<file path="config.mk">
export PLATFORM = sky130hd
export DESIGN_NAME = led_frame_receiver
export DESIGN_NICKNAME = d
export VERILOG_FILES = /design/src/rtl/led_frame_receiver.sv
export SDC_FILE = /design/constraint.sdc
export NUM_CORES = 1
export LEC_CHECK = 0
export ABC_AREA = 1
export CORE_ASPECT_RATIO = 1.25
export CORE_MARGIN = 3
export CORE_UTILIZATION = 29
export CTS_CLUSTER_SIZE = 12
export DETAILED_ROUTE_END_ITERATION = 16
export GPL_ROUTABILITY_DRIVEN = 0
export SETUP_SLACK_MARGIN = 0.1
export SLEW_MARGIN = 25
export SYNTH_ARGS = -nofsm -noshare
export SYNTH_HDL_FRONTEND = slang
export SYNTH_SLANG_ARGS = --single-unit
</file>
<file path="constraint.sdc">
create_clock -name clk -period 3.28 [get_ports clk]
set_input_delay 0.984 -clock clk [delete_from_list [all_inputs] [get_ports clk]]
set_output_delay 0.984 -clock clk [all_outputs]
set_load 0.01 [all_outputs]
</file>
<file path="src/rtl/led_frame_receiver.sv">
// Receive end of the serial LED-matrix link: synchronizes sclk/sdata/slatch/sframe, deserializes rows
// and strobes them into a row buffer. Optional saturating error counter enabled by `define ERR_COUNT_EN.
module led_frame_receiver #(
  parameter int COLS = 10,
  parameter int ROWS = 20,
  localparam int ROW_W = $clog2(ROWS)
) (
  input  logic             clk,
  input  logic             reset_n,
  input  logic             sclk,
  input  logic             sdata,
  input  logic             slatch,
  input  logic             sframe,
  output logic [COLS-1:0]  row_data,
  output logic [ROW_W-1:0] row_addr,
  output logic             row_we,
  output logic             frame_done,
  output logic             len_err,
  output logic [7:0]       err_count
);

  localparam int CNT_W = $clog2(COLS + 2);

  logic sclk_p0, sclk_p1, sclk_p2;
  logic slatch_p0, slatch_p1, slatch_p2;
  logic sdata_p0, sdata_p1;
  logic sframe_p0, sframe_p1;

  logic [COLS-1:0]  shreg;
  logic [CNT_W-1:0] bitcnt;
  logic [ROW_W-1:0] row;
  logic [ROW_W-1:0] wr_addr;

  logic sclk_rise, latch_rise, good_latch, bad_latch;

  // Synchronizer stages; the third stage on sclk/slatch is only for rise detection
  always_ff @(posedge clk or negedge reset_n) begin
    if (!reset_n) begin
      sclk_p0   <= 1'b0;
      sclk_p1   <= 1'b0;
      sclk_p2   <= 1'b0;
      slatch_p0 <= 1'b0;
      slatch_p1 <= 1'b0;
      slatch_p2 <= 1'b0;
      sdata_p0  <= 1'b0;
      sdata_p1  <= 1'b0;
      sframe_p0 <= 1'b0;
      sframe_p1 <= 1'b0;
    end else begin
      sclk_p0   <= sclk;
      sclk_p1   <= sclk_p0;
      sclk_p2   <= sclk_p1;
      slatch_p0 <= slatch;
      slatch_p1 <= slatch_p0;
      slatch_p2 <= slatch_p1;
      sdata_p0  <= sdata;
      sdata_p1  <= sdata_p0;
      sframe_p0 <= sframe;
      sframe_p1 <= sframe_p0;
    end
  end

  assign sclk_rise  = sclk_p1 & ~sclk_p2;
  assign latch_rise = slatch_p1 & ~slatch_p2;
  assign good_latch = latch_rise && (bitcnt == CNT_W'(COLS));
  assign bad_latch  = latch_rise && (bitcnt != CNT_W'(COLS));
  assign wr_addr    = sframe_p1 ? '0 : row;

  // Deserializer and row strobe; a latch coinciding with an sclk rise uses the pre-shift state
  always_ff @(posedge clk or negedge reset_n) begin
    if (!reset_n) begin
      shreg      <= '0;
      bitcnt     <= '0;
      row        <= '0;
      row_data   <= '0;
      row_addr   <= '0;
      row_we     <= 1'b0;
      frame_done <= 1'b0;
      len_err    <= 1'b0;
    end else begin
      row_we     <= 1'b0;
      frame_done <= 1'b0;
      len_err    <= 1'b0;

      if (sclk_rise)
        shreg <= {shreg[COLS-2:0], sdata_p1};

      if (latch_rise) begin
        bitcnt <= sclk_rise ? CNT_W'(1) : '0;
      end else if (sclk_rise && bitcnt != CNT_W'(COLS + 1)) begin
        bitcnt <= bitcnt + 1'b1;
      end

      if (good_latch) begin
        row_we   <= 1'b1;
        row_data <= shreg;
        row_addr <= wr_addr;
        if (wr_addr == ROW_W'(ROWS - 1)) begin
          row        <= '0;
          frame_done <= 1'b1;
        end else begin
          row <= wr_addr + 1'b1;
        end
      end

      if (bad_latch)
        len_err <= 1'b1;
    end
  end

`ifdef ERR_COUNT_EN
  always_ff @(posedge clk or negedge reset_n) begin
    if (!reset_n)
      err_count <= 8'd0;
    else if (bad_latch && err_count != 8'd255)
      err_count <= err_count + 8'd1;
  end
`else
  assign err_count = 8'd0;
`endif

endmodule
</file>
After elaboration in Yosys (flattened, before gate mapping)
Cells that the tools add are included.
{ "word_totals": {"reg_bits": 47, "wordCells": 41} }
{ "classes": {"muxes": 9, "n_bitwise": 4, "addsub": 2, "n_reduce_logical": 4, "n_eq_ne": 4} }
{ "op_table": {"columns": ["op", "n"], "rows": [
  ["$mux 5", 2],
  ["$mux 4", 2],
  ["$ne 4x4->1 const B", 2],
  ["$add 5x1->5 const B", 1],
  ["$eq 5x5->1 const B", 1],
  ["$mux 1", 5],
  ["$add 4x1->4 const B", 1],
  ["$eq 4x4->1 const B", 1],
  ["$logic_and 1x1->1", 3],
  ["$and 1x1->1", 2],
  ["$not 1->1", 2],
  ["$reduce_bool 2->1", 1]
]} }

Logic depth before layout (Yosys ltp)
{ "depth": {"ltp_word": 5, "mapped_depth": 11, "depth_no_buf": 11} }

Worst setup path before layout
Ideal clock, no wire load.
{ "synth_path": {"path_type": "register to output", "startpoint": "register row_addr[0]", "endpoint": "output row_addr[0]", "path_stages_with_launch": 1, "n_path_buf": 0, "arrival_time_ns": 0.385, "slack_ns": 1.911, "cell_sequence": "dfrtp_1"} }
{ "synth_lines": {"columns": ["item", "line", "text"], "rows": [
  ["start, declared", "15", "output logic [ROW_W-1:0] row_addr,"],
  ["start signal, assigned", "97", "row_addr <= wr_addr;"]
]} }
No word-level cell between the ends.

Worst setup path in the final report
{ "layout_path": {"startpoint": "register row_data[9]", "endpoint": "output row_data[9]"} }
{ "layout_lines": {"columns": ["item", "line", "text"], "rows": [
  ["start, declared", "14", "output logic [COLS-1:0] row_data,"],
  ["start signal, assigned", "96", "row_data <= shreg;"]
]} }
No word-level cell between the ends.

==> out/qor.txt <==
GRT busiest layer - met2
Crit path max fanout - 2
Setup TNS - 0 ns
Clk slew on worst S/H paths - 0.08 ns
Max_cap viols - 0
CP max stage cell - clkdlybuf4s50_1
Max incr delay on CP - 0.54 ns
Post-synthesis mux area share - 0%
CP Launch Type - flip-flop
Die X - 80.0 µm
Die H - 98.5 µm
Clock share of power - 33.4%
Adder-cell share of the synthesized area - 1.89%
CP Capture Point - row_data[9]
Avg Inst Size Synth - 9.83 µm²
Initial Util - 30.1%
Total Wirelength - 3.04 mm
Internal reg-to-reg setup slack - 1.71 ns
Drt via density - 4.12
Synth Area in XOR/XNOR - 0.882%
CTS H-tree lvls - 2
Row count - 33
Main combinational cell family by area after synthesis - simple AND/OR/NAND/NOR gates
Internal - 844 µW
Met3 Use GR - 2.93%
Ant. Diodes - 0
Largest net degree at the start of global routing - 36
Die ar. - 0.00788 mm²
Critical path class - flip-flop to output port
Pwr dens - 472 mW/mm²
Worst skew pair latency - 0.29 ns
Synth top cells by count - nand2_1, dfrtp_1, inv_1
Simple-gate share of the synthesized area - 18.3%
DP HPWL - 2.14 mm
CP startpoint - row_data[9]
Setup-failing EPs final - 0
Crit path time final - 2.17 ns
Antenna violations before repair - 0
CORE AREA - 0.00661 mm²
Vias in the first global route - 1,184
Worst flop-to-flop path endpoint - row[1]
Max Fclk - 461 MHz
Status - complete, no violations
Initial DRT Pass Iterations - 4
DRC errors left - 0
Root buffer cell - clkbuf_8
DRT antenna net count - 0
Leakage - 0.00113 µW
Grt ovf - 0
Post-synthesis register bit count - 47
CTS sink count - 47
CTS Buf Count - 5
Most used DFF post-synth - dfrtp_1
Ranking of synthesized cells by area - dfrtp_1, nand2_1, o21ai_2
Yosys top cell area share - 59.2%
Yosys warnings - 0
Sw frac - 24.2%
Complex-gate fraction of the synthesized area - 9.39%
RSZ-0062 raised after global routing - no
# IOs - 32
Sequential power share - 57.9%
Share of layout cells above drive strength 1 - 13.1%
Clk_skew - 0.00405 ns
Fraction of met2 tracks used by global routing - 12.3%
Synth area leader - dfrtp_1
Worst endpoint required time - 2.30 ns
# nets final - 237
CTS tree - done
Vias - 1,301
Worst Path Buf+Inv - 1
Overall Global Routing Usage - 7.91%
Final Hold Fails - 0
Number of synthesized flops with an enable pin - 0
Sequence of cells on the critical path - clkdlybuf4s50_1
First-pass GRT wire length - 5.02 mm
Tightest Hold Check Type - flip-flop to flip-flop
DRT iter0 DRCs - 92
Mapped cell area - 0.00199 mm²
Yosys cell types - 24
Crit-path leading delay family - buffers and inverters
Reg2Reg Launch Point - bitcnt[0]
Post-CTS repair timing setup buffer count - 0
Hold Buf Count CTS - 0
Mapped Cells - 202
Cell count of the worst reg-to-reg path - 6
Combinational share of power - 8.7%
CTS resizes - 0
Critical path depth - 1
CP Data Arrival Time - 1.18 ns
CP endpoint kind - output port
Most common cell in the netlist - nand2_1
M1 GR Usage - 9.92%
Seq/Total Area, Yosys - 59.2%
Peak supply drop - 0.270 mV
Longest Clk Path Bufs - 2
Synth-to-Final Area Change - 18.8%
Post-synthesis async set-or-reset flop share - 100%
Final Max Tran Viols - 0
Wire per inst - 9.61 µm
Ratio of final minimum period to clock period - 66.1%
Net Switching - 269 µW
Fill cells - 695
Port Buffers - 23
Total Power - 1110 µW
==> how the worst min path moves through the flow <==
stage          startpoint        end  slack, ns  cells after the start
2_1_floorplan     sclk_p0    sclk_p1       0.33                      0
3_3_place_gp    sframe_p0  sframe_p1       0.34                      0
3_5_place_dp    sframe_p0  sframe_p1       0.34                      0
4_1_cts         sframe_p0  sframe_p1       0.36                      0
5_1_grt         sframe_p0  sframe_p1       0.36                      0
6_report        sframe_p0  sframe_p1       0.35                      0
==> state kept, by name, indices dropped and copies added (netlist names), 4 cells and up <==
signal,count
row,5
row_data,10
shreg,10
row_addr,5
bitcnt,4
==> worst register-to-register path: stages, from the launching register on <==
cell     delay (ns)
dfrtp_1        0.43
inv_1          0.08
ha_1           0.21
nand3_4        0.37
inv_2          0.27
nand2_1        0.07
o21ai_1        0.07
==> layer usage <==
metal,vias to the layer above,part of all wire [%]
met1,614,47
met3,4,5.4
met4,0,1.1
met5,-,0
met2,26,46
li1,657,-
==> logic make-up after synthesis <==
logic type	count (synthesis)
simple gates	83
flops	47
buf+inv	39
compound gates	27
fa+ha+maj	3
xor+xnor	2
other cells	1
==> cells in the final DEF (no fill, tap or decap), types with 2 or more instances in the layout <==
master,count
buf_4,2
clkbuf_8,7
clkdlybuf4s50_1,22
conb_1,8
dfrtp_1,47
ha_1,3
inv_1,24
inv_2,2
nand2_1,61
nand3_1,6
nand4_1,3
nor2_1,8
nor2_4,2
o21ai_0,11
o21ai_2,13
==> final cells by class <==
cell class | count | area [µm²] | share of cell area, %
sequential | 47 | 1180 | 49.9
multi-input combinational | 123 | 636 | 26.9
timing repair buffer | 25 | 240 | 10.2
tap | 87 | 109 | 4.62
clock buffer | 8 | 100 | 4.24
inverter | 26 | 97.6 | 4.14
==> power groups by stage <==
| stage | Combinational [µW] | Clock, µW | Sequential, µW |
|---|---|---|---|
| after floorplan | 72.1 | 0 | 651 |
| after global placement | 97.3 | 0 | 656 |
| after detailed placement | 99.5 | 0 | 656 |
| after CTS | 99.8 | 388 | 645 |
| after global routing | 115 | 410 | 650 |
| final | 97.2 | 371 | 645 |
==> metrics by stage <==
stage / cells / worst slack [ns] / utilization [%] / hold slack (ns) / cell area [µm²]
3_3_place_gp: 308 / 1.41 / 34.2 / 0.337 / 2260
4_1_cts: 316 / 1.09 / 35.7 / 0.356 / 2360
3_5_place_dp: 308 / 1.42 / 34.2 / 0.337 / 2260
2_1_floorplan: 209 / 1.91 / - / 0.331 / 2010
6_report: 316 / 1.11 / 35.7 / 0.353 / 2360
5_1_grt: 316 / 1.06 / 35.7 / 0.360 / 2360
No activity file was read; power rests on OpenSTA's default activity.
